[src/rtl/seven_seg_pkg.sv]
// Shared definitions for the seven-segment reader.
// Holds the active-low segment encodings (bit6..bit0 = g..a) for digits 0-9,
// the blank pattern, and the digit code loaded for a blanked position.
package seven_seg_pkg;

    typedef logic [6:0] seg_t;

    localparam seg_t SEG_0     = 7'b1000000;
    localparam seg_t SEG_1     = 7'b1111001;
    localparam seg_t SEG_2     = 7'b0100100;
    localparam seg_t SEG_3     = 7'b0110000;
    localparam seg_t SEG_4     = 7'b0011001;
    localparam seg_t SEG_5     = 7'b0010010;
    localparam seg_t SEG_6     = 7'b0000010;
    localparam seg_t SEG_7     = 7'b1111000;
    localparam seg_t SEG_8     = 7'b0000000;
    localparam seg_t SEG_9     = 7'b0010000;
    localparam seg_t SEG_BLANK = 7'b1111111;

    localparam logic [3:0] DIGIT_BLANK = 4'hF;

endpackage

[src/rtl/seg_pattern_decode.sv]
// Combinational decoder from an active-low segment pattern to a digit.
// Ports:
//   seg      - segment pattern (g..a, active low)
//   value    - decoded digit 0-9, DIGIT_BLANK for blank or unknown patterns
//   is_blank - pattern is all segments off
//   is_err   - pattern is neither a digit nor blank
module seg_pattern_decode
    import seven_seg_pkg::*;
(
    input  seg_t       seg,
    output logic [3:0] value,
    output logic       is_blank,
    output logic       is_err
);

    always_comb begin
        value    = DIGIT_BLANK;
        is_blank = 1'b0;
        is_err   = 1'b0;
        case (seg)
            SEG_0:     value = 4'd0;
            SEG_1:     value = 4'd1;
            SEG_2:     value = 4'd2;
            SEG_3:     value = 4'd3;
            SEG_4:     value = 4'd4;
            SEG_5:     value = 4'd5;
            SEG_6:     value = 4'd6;
            SEG_7:     value = 4'd7;
            SEG_8:     value = 4'd8;
            SEG_9:     value = 4'd9;
            SEG_BLANK: is_blank = 1'b1;
            default:   is_err = 1'b1;
        endcase
    end

endmodule

[src/rtl/seven_segment_reader.sv]
// Reads back a multiplexed seven-segment display from its segment and
// digit-enable lines. Inputs are synchronized, each {an,seg} sample must dwell
// for STABLE_CYCLES identical samples before it is accepted once, and the
// accepted pattern is decoded into the addressed position.
// Ports:
//   clk, reset   - clock, asynchronous active-high reset
//   seg_in       - active-low segments g..a
//   an_in        - active-low digit enables, one low at a time when valid
//   digits       - 4 bits per position, position i at [4i+3:4i]
//   digit_valid  - position holds a decoded 0-9
//   frame_done   - pulse once every position has been accepted
//   pattern_err  - pulse on acceptance of an undecodable pattern
//   err_count    - saturating error counter (only with SEG_READER_ERR_CNT_EN)
// Build option: define SEG_READER_ERR_CNT_EN to add err_count.
module seven_segment_reader
    import seven_seg_pkg::*;
#(
    parameter int NUM_DIGITS    = 4,
    parameter int STABLE_CYCLES = 4
) (
    input  logic                    clk,
    input  logic                    reset,
    input  logic [6:0]              seg_in,
    input  logic [NUM_DIGITS-1:0]   an_in,
    output logic [4*NUM_DIGITS-1:0] digits,
    output logic [NUM_DIGITS-1:0]   digit_valid,
    output logic                    frame_done,
    output logic                    pattern_err
`ifdef SEG_READER_ERR_CNT_EN
    ,
    output logic [7:0]              err_count
`endif
);

    localparam int CNT_W = $clog2(STABLE_CYCLES + 1);
    localparam logic [CNT_W-1:0] CNT_MAX = CNT_W'(STABLE_CYCLES);
    localparam logic [CNT_W-1:0] CNT_PRE = CNT_W'(STABLE_CYCLES - 2);

    seg_t                    seg_s1_q, seg_s1_d, seg_s2_q, seg_s2_d;
    seg_t                    seg_prev_q, seg_prev_d;
    logic [NUM_DIGITS-1:0]   an_s1_q, an_s1_d, an_s2_q, an_s2_d;
    logic [NUM_DIGITS-1:0]   an_prev_q, an_prev_d;
    logic [CNT_W-1:0]        cnt_q, cnt_d;
    logic [4*NUM_DIGITS-1:0] digits_q, digits_d;
    logic [NUM_DIGITS-1:0]   valid_q, valid_d;
    logic [NUM_DIGITS-1:0]   mask_q, mask_d;
    logic                    frame_done_q, frame_done_d;
    logic                    pattern_err_q, pattern_err_d;
`ifdef SEG_READER_ERR_CNT_EN
    logic [7:0]              err_cnt_q, err_cnt_d;
`endif

    logic [3:0]            dec_value;
    logic                  dec_blank;
    logic                  dec_err;
    logic [NUM_DIGITS-1:0] sel;
    logic [NUM_DIGITS-1:0] mask_next;
    int unsigned           low_cnt;
    logic                  an_ok;
    logic                  same;
    logic                  accept;

    seg_pattern_decode u_decode (
        .seg      (seg_s2_q),
        .value    (dec_value),
        .is_blank (dec_blank),
        .is_err   (dec_err)
    );

    always_comb begin
        seg_s1_d      = seg_in;
        seg_s2_d      = seg_s1_q;
        an_s1_d       = an_in;
        an_s2_d       = an_s1_q;
        seg_prev_d    = seg_s2_q;
        an_prev_d     = an_s2_q;
        cnt_d         = cnt_q;
        digits_d      = digits_q;
        valid_d       = valid_q;
        mask_d        = mask_q;
        frame_done_d  = 1'b0;
        pattern_err_d = 1'b0;
`ifdef SEG_READER_ERR_CNT_EN
        err_cnt_d     = err_cnt_q;
`endif

        // Active-low enables: the selected position is the single low bit.
        sel     = ~an_s2_q;
        low_cnt = 0;
        for (int unsigned i = 0; i < NUM_DIGITS; i++) begin
            if (sel[i]) low_cnt++;
        end
        an_ok = (low_cnt == 1);
        same  = (seg_s2_q == seg_prev_q) && (an_s2_q == an_prev_q);

        if (!an_ok || !same) begin
            cnt_d = '0;
        end else if (cnt_q != CNT_MAX) begin
            cnt_d = cnt_q + CNT_W'(1);
        end

        // Fires only on the step into STABLE_CYCLES-1; saturation past it
        // keeps a long dwell from accepting again.
        accept    = an_ok && same && (cnt_q == CNT_PRE);
        mask_next = mask_q | sel;

        if (accept) begin
            if (dec_err) begin
                pattern_err_d = 1'b1;
`ifdef SEG_READER_ERR_CNT_EN
                if (err_cnt_q != 8'hFF) err_cnt_d = err_cnt_q + 8'd1;
`endif
            end else begin
                for (int unsigned i = 0; i < NUM_DIGITS; i++) begin
                    if (sel[i]) begin
                        digits_d[4*i +: 4] = dec_blank ? DIGIT_BLANK : dec_value;
                        valid_d[i]         = !dec_blank;
                    end
                end
                if (&mask_next) begin
                    frame_done_d = 1'b1;
                    mask_d       = '0;
                end else begin
                    mask_d = mask_next;
                end
            end
        end
    end

    always_ff @(posedge clk or posedge reset) begin
        if (reset) begin
            seg_s1_q      <= '0;
            seg_s2_q      <= '0;
            an_s1_q       <= '0;
            an_s2_q       <= '0;
            seg_prev_q    <= '0;
            an_prev_q     <= '0;
            cnt_q         <= '0;
            digits_q      <= '1;
            valid_q       <= '0;
            mask_q        <= '0;
            frame_done_q  <= 1'b0;
            pattern_err_q <= 1'b0;
`ifdef SEG_READER_ERR_CNT_EN
            err_cnt_q     <= '0;
`endif
        end else begin
            seg_s1_q      <= seg_s1_d;
            seg_s2_q      <= seg_s2_d;
            an_s1_q       <= an_s1_d;
            an_s2_q       <= an_s2_d;
            seg_prev_q    <= seg_prev_d;
            an_prev_q     <= an_prev_d;
            cnt_q         <= cnt_d;
            digits_q      <= digits_d;
            valid_q       <= valid_d;
            mask_q        <= mask_d;
            frame_done_q  <= frame_done_d;
            pattern_err_q <= pattern_err_d;
`ifdef SEG_READER_ERR_CNT_EN
            err_cnt_q     <= err_cnt_d;
`endif
        end
    end

    assign digits      = digits_q;
    assign digit_valid = valid_q;
    assign frame_done  = frame_done_q;
    assign pattern_err = pattern_err_q;
`ifdef SEG_READER_ERR_CNT_EN
    assign err_count   = err_cnt_q;
`endif

endmodule

[config.mk]
export PLATFORM = sky130hd
export DESIGN_NAME = seven_segment_reader
export DESIGN_NICKNAME = d
export VERILOG_FILES = /design/src/rtl/seven_seg_pkg.sv /design/src/rtl/seg_pattern_decode.sv /design/src/rtl/seven_segment_reader.sv
export SDC_FILE = /design/constraint.sdc
export NUM_CORES = 1
export LEC_CHECK = 0
export ABC_AREA = 1
export ABC_CLOCK_PERIOD_IN_PS = 5600
export CORE_MARGIN = 2
export CORE_UTILIZATION = 59
export DETAILED_ROUTE_END_ITERATION = 12
export PLACE_DENSITY = 0.86
export SLEW_MARGIN = 25
export SYNTH_ARGS = -nofsm -noshare
export SYNTH_HDL_FRONTEND = slang
export SYNTH_SLANG_ARGS = --single-unit
[constraint.sdc]
create_clock -name clk -period 5.6 [get_ports clk]
set_clock_uncertainty 0.15 [all_clocks]
set_input_delay 0.84 -clock clk [delete_from_list [all_inputs] [get_ports clk]]
set_output_delay 0.84 -clock clk [all_outputs]
set_load 0.005 [all_outputs]
==> run metrics, run 1 <==
status finished, final reports clean; layout cell share with drive strength beyond 1 between 15 and 20%; GP Congestion roughly 0.79; Gates resized, CTS repair 0; Crit Path Max Fanout 29; crit-path max cell delay ~440 ps; CP dominant cell by count nand2_1; final core occ around three quarters; Reg area between 1500 and 2000 um^2; largest net degree at the start of global routing between 60 and 70; clock latency at the later pin of the worst-skew pair between 300 and 400 ps; Area growth, synth to finish 21.7%; global-route wire length before repair ~8600 um; Critical Path Sink Type register; synthesized area per cell 9.02 um^2; max-cap violation count 0; CP Class register to register; # IOs 35; vias in the first global route between 1500 and 2000; sequential fraction of the synthesis area between 50 and 60%; Hold Violations, Final 0; Final Max Slew Viols 0; most frequent cell after synthesis nand2_1; Worst Setup Start Kind register; post-synth top area cell dfrtp_1; TNS Setup 0 ps; Post-Syn Instances approximately 300; CTS buffer count 9; Max clock buf depth 2; DRT Pass-1 Iters 4; Root Buffer clkbuf_8; crit path cell chain inv_1 -> ha_1 -> inv_1 -> nand2_1 -> nand2_2 -> inv_2 -> ha_1 -> nand3b_1 -> nand2_1 -> nand2_1 -> nor3_2 -> buf_4 -> nand2_1 -> nand2_1 -> nand2_1; CTS tree built; wire per inst 12.3 um; Vias around 2100; fraction of registers with async set/reset 100%; initial antenna violation count 0; global-route usage over all layers between 20% and 30%; Power per Cell Area approximately 280 nW/um^2; Placeable Area 4410 um^2; Worst slew margin between 50% and 60%; hold crit path type register to register; Required @ worst endpoint about 5700 ps; worst vdd ir ~0.00036 V; height of the die roughly 70 um; Die X between 70 and 80 um; Yosys reg bits between 60 and 70; leakage power 1.59 nW; # nets final approximately 370; syn nets between 300 and 400; Slew @ Worst Pin ~710 ps; Main synth FF type dfrtp_1; DRT iter0 DRCs roughly 130; CP arrival around 2800 ps; vias per inst approximately 5; Netlist cell types 25; # DRC 0; warnings from Yosys 0; Die ar. slightly above 5000 um^2; Finished Layout Cells approximately 400; most frequent cells after synthesis nand2_1, dfrtp_1, nand3_1, nor2_1, inv_1; filler instances between 300 and 400; Post-synth EDFFs 0; unrepaired setup endpoints after global routing false; antenna fix cells 0; fmax about 370 MHz; minimum clock period between 2000 and 3000 ps; Yosys top cell area share a little over two fifths; Final Setup Violations 0; post-cts hold buffer count 0; Final period util approximately half; drt total wl between 4000 and 5000 um; critical path's slowest cell dfrtp_1; Post-DP HPWL about 3400 um; Placement Rows 24; Area contributors post-synth dfrtp_1, dfstp_2, nand2_1; postcts setup bufs 0; I/O Buffers 34; Worst-path clk slew around 70 ps; Buf/Inv on CP 4; Sink Count 62; footprint of the multi-input gates 1020 um^2; DRT antenna net count 0; Placed Instances between 300 and 400; synthesized cell area between 2000 and 3000 um^2; H-tree Lvls 3; Initial Util about 62%; delay-heaviest family, CP simple AND/OR/NAND/NOR gates; GR Overflow Total 0
==> through the flow <==
| step | instance area (um^2) | hold WS, ps | worst slack, ps | total power, mW |
|---|---|---|---|---|
| 2_1_floorplan | 2730 | 181 | 3100 | 0.517 |
| 3_3_place_gp | 3130 | 183 | 3060 | 0.534 |
| 3_5_place_dp | 3130 | 185 | 2910 | 0.538 |
| 4_1_cts | 3330 | 204 | 2890 | 0.932 |
| 5_1_grt | 3330 | 211 | 2660 | 0.964 |
| 6_report | 3330 | 201 | 2880 | 0.926 |
==> final timing paths <==
| path | from | to | slack (ps) | depth (start not counted) |
|---|---|---|---|---|
| min in group asynchronous | reset | an_s1_q[2] | 900 | 3 |
| max | an_prev_d[0] | mask_q[0] | 2880 | 15 |
| max reg2reg | an_prev_d[0] | mask_q[0] | 2880 | 15 |
| min | seg_s1_q[5] | seg_prev_d[5] | 200 | 0 |
| min reg2reg | seg_s1_q[5] | seg_prev_d[5] | 200 | 0 |
| max in group asynchronous | reset | cnt_q[2] | 3940 | 3 |
==> power breakdown <==
part           switching [mW]  leakage [nW]  internal (mW)
clock network           0.167        0.0996          0.229
registers              0.0107         0.731          0.461
logic                  0.0354         0.763         0.0231
==> per-layer routing <==
| layer | track usage, % | vias up | part of all wire [%] |
|---|---|---|---|
| met4 | 10.5 | 0 | 2.0 |
| met3 | 7.78 | 10 | 4.9 |
| met2 | 36.4 | 53 | 48 |
| li1 | - | 1035 | - |
| met1 | 27.1 | 972 | 45 |
| met5 | 0 | - | 0 |
==> cells by family (layout without fill, tap and decap cells) <==
kind of cell               after synthesis  after routing  share of synthesized area, %
AOI/OAI and AO/OA                        6              6                          1.65
DFF                                     62             62                          57.5
and+or+nand+nor                        186            186                          29.8
adders and majority gates                6              6                          2.75
xor gates and xnor gates                10             10                          3.21
buffers and inverters                   33             82                          5.13
==> cell type report <==
cell class | count | share of cell area, %
sequential | 62 | 47.2
multi-input combinational | 208 | 30.7
timing repair buffer | 36 | 10.7
clock buffer | 13 | 4.78
inverter | 30 | 3.38
tap | 52 | 1.96
clock inverter | 3 | 1.28
==> cell usage in the layout, fill, tap and decap left out, types with 6 or more instances in the layout <==
cell / instances
ha_1: 6
clkdlybuf4s50_1: 34
nand3_1: 35
dfstp_2: 16
clkbuf_8: 11
nand2_1: 93
xnor2_1: 7
inv_2: 6
nand2_2: 6
dfrtp_1: 46
inv_1: 24
nor2_1: 34
==> sequential cells by signal, summed over array words and instances (netlist names), 3 cells and up <==
register / cells
an_prev_d: 4
an_prev_q: 4
seg_prev_d: 7
mask_q: 4
digits: 16
cnt_q: 3
digit_valid: 4
seg_s1_q: 7
seg_prev_q: 7
an_s1_q: 4
Power figures use the tool's default switching activity.
==> run 2: changes to the inputs <==
--- a/config.mk
+++ b/config.mk
@@ -6,11 +6,11 @@
 export NUM_CORES = 1
 export LEC_CHECK = 0
 export ABC_AREA = 1
-export ABC_CLOCK_PERIOD_IN_PS = 5600
+export ABC_CLOCK_PERIOD_IN_PS = 2700
 export CORE_MARGIN = 2
-export CORE_UTILIZATION = 59
+export CORE_UTILIZATION = 54
 export DETAILED_ROUTE_END_ITERATION = 12
-export PLACE_DENSITY = 0.86
+export PLACE_DENSITY = 0.8
 export SLEW_MARGIN = 25
 export SYNTH_ARGS = -nofsm -noshare
 export SYNTH_HDL_FRONTEND = slang
==> constraint.sdc (replaced) <==
create_clock -name clk -period 2.7 [get_ports clk]
set_clock_uncertainty 0.15 [all_clocks]
set_input_delay 0.405 -clock clk [delete_from_list [all_inputs] [get_ports clk]]
set_output_delay 0.405 -clock clk [all_outputs]
set_load 0.005 [all_outputs]
==> run 2 against run 1 <==
Via count up 0.87%. Combinational power up 120%. Routed wire length shrank 0.14%. First-iteration DRC count shrank 1.6%. Clock power rose by 130%. Critical path type unchanged.
==> run metrics, run 2 (same netlist as run 1, synthesis figures left out) <==
status finished, final reports clean; Area growth, synth to finish 24.7%; antenna fix cells 0 (unchanged); Placeable Area 4790 um^2 (+8.4%); total power 2.00 mW (+120%); initial antenna violation count 0 (unchanged); global-route usage over all layers 20.4% (-2.0 points); r2r setup slk 220 ps (-2660 ps); Buf/Inv on CP 4 (unchanged); Final period util 91.7% (+43 points); # nets final 368 (+0.55%); most common cell after layout, fill and taps aside nand2_1; max reg flops 16 (unchanged); Placed Instances 405 (+4.4%); vias per inst 4.96 (-3.2%); height of the die 75.1 um (+4.3%); # IOs 35 (unchanged); H-tree Lvls 3 (unchanged); largest net degree at the start of global routing 63 (unchanged); Placement Rows 25 (+4.2%); GP Congestion 0.812 (+3.1%); DRT antenna net count 0 (unchanged); postcts setup bufs 0 (unchanged); minimum clock period 2480 ps (-243 ps); Initial Util 57.1% (-4.8 points); layout cell share with drive strength beyond 1 16.4% (+1.0 points); Hold Violations, Final 0 (unchanged); TNS Setup 0 ps (unchanged); Die X 75.1 um (+4.3%); Root Buffer clkbuf_8; Post-DP HPWL 3500 um (+1.5%); post-cts hold buffer count 0 (unchanged); # DRC 0 (unchanged); Worst-path clk slew 70 ps (about the same); vias in the first global route 1912 (-3.9%); Worst Setup Start Kind register; max-cap violation count 0 (unchanged); CP dominant cell by count nand2_1; hold_sp seg_s1_q[3]; global-route wire length before repair 8370 um (-3.0%); leakage power 1.62 nW (+1.7%); CTS buffer count 9 (unchanged); crit path cell chain inv_1 -> ha_1 -> inv_1 -> nand2_1 -> nand2_2 -> inv_2 -> ha_1 -> nand3b_1 -> nand2_1 -> nand2_1 -> nor3_2 -> buf_12 -> nand2_2 -> nand2_1 -> nand2_1; Power per Cell Area 586 nW/um^2 (+110%); unrepaired setup endpoints after global routing false; critical path's slowest cell dfrtp_1; worst vdd ir 0.000395 V (+11%); hold crit path type register to register; Slew @ Worst Pin 751 ps (+38.9 ps); Finished Layout Cells 421 (+4.2%); filler instances 375 (+16%); clock latency at the later pin of the worst-skew pair 340 ps (about the same); CP arrival 2560 ps (-240 ps); commonest non-fill, non-tap cells in the layout nand2_1, dfrtp_1, nand3_1; GR Overflow Total 0 (unchanged); Reg area 1570 um^2 (unchanged); WHS Endpoint seg_prev_d[3]; R2R depth 15 (unchanged); footprint of the multi-input gates 1020 um^2 (unchanged); Required @ worst endpoint 2790 ps (-2890 ps); RR Startpoint an_prev_d[0]; crit-path max cell delay 350 ps (-90 ps); delay-heaviest family, CP simple AND/OR/NAND/NOR gates; I/O Buffers 34 (unchanged); Sink Count 62 (unchanged); Max clock buf depth 2 (unchanged); Die ar. 5650 um^2 (+8.7%); CP Class register to register; DRT Pass-1 Iters 4 (unchanged); Worst slew margin 49.4% (-3.1 points); Final Max Slew Viols 0 (unchanged); Hold Crit Depth 0 (unchanged); wire per inst 11.8 um (-4.2%); Crit Path Max Fanout 28 (-3.4%); Gates resized, CTS repair 0 (unchanged); CTS tree built; Vias 2088 (+0.87%); Critical Path Sink Type register; r2r endpoint digit_valid[2]; drt total wl 4970 um (-0.14%); Final Setup Violations 0 (unchanged); fmax 404 MHz (+9.8%); DRT iter0 DRCs 124 (-1.6%)
run 2: worst max path at each step:
stage | from | end | slack [ps] | depth (start not counted)
6_report | an_prev_d[0] | digit_valid[2] | 220 | 15
5_1_grt | an_prev_d[0] | digit_valid[0] | 50 | 15
4_1_cts | an_prev_d[0] | digit_valid[2] | 210 | 15
3_5_place_dp | an_prev_d[0] | digit_valid[0] | 230 | 15
3_3_place_gp | an_prev_d[0] | digit_valid[2] | 310 | 15
2_1_floorplan | an_prev_d[0] | digits[12] | 360 | 15
run 2: area by class of cell:
class	instances	area share (%)
clock buffer	9	3.64
clock inverter	7	2.90
inverter	30	3.31
multi-input combinational	208	30.0
sequential	62	46.1
tap	67	2.46
timing repair buffer	38	11.6
run 2: power breakdown:
part           leakage [nW]  internal (mW)  switching, mW
Sequential            0.731          0.955         0.0203
Clock                 0.109          0.522          0.373
Combinational         0.780         0.0516         0.0742
Total                  1.62           1.53          0.468
run 2: stage by stage:
| step | hold slack (ps) | utilization (%) | instance area (um^2) | setup slack (ps) |
|---|---|---|---|---|
| final | 200 | 71.2 | 3410 | 225 |
| after global routing | 210 | 71.2 | 3410 | 46.1 |
| after CTS | 201 | 71.2 | 3410 | 213 |
| after detailed placement | 185 | 66.5 | 3180 | 231 |
| after global placement | 182 | 66.5 | 3180 | 314 |
| after floorplan | 181 | - | 2730 | 360 |
run 2: routing by layer:
| layer | up-vias | global-route usage [%] | part of all wire (%) |
|---|---|---|---|
| met1 | 995 | 25.6 | 44 |
| met4 | 0 | 8.77 | 1.5 |
| met2 | 41 | 32.9 | 50 |
| li1 | 1042 | - | - |
| met5 | - | 0 | 0 |
| met3 | 10 | 6.43 | 4.6 |
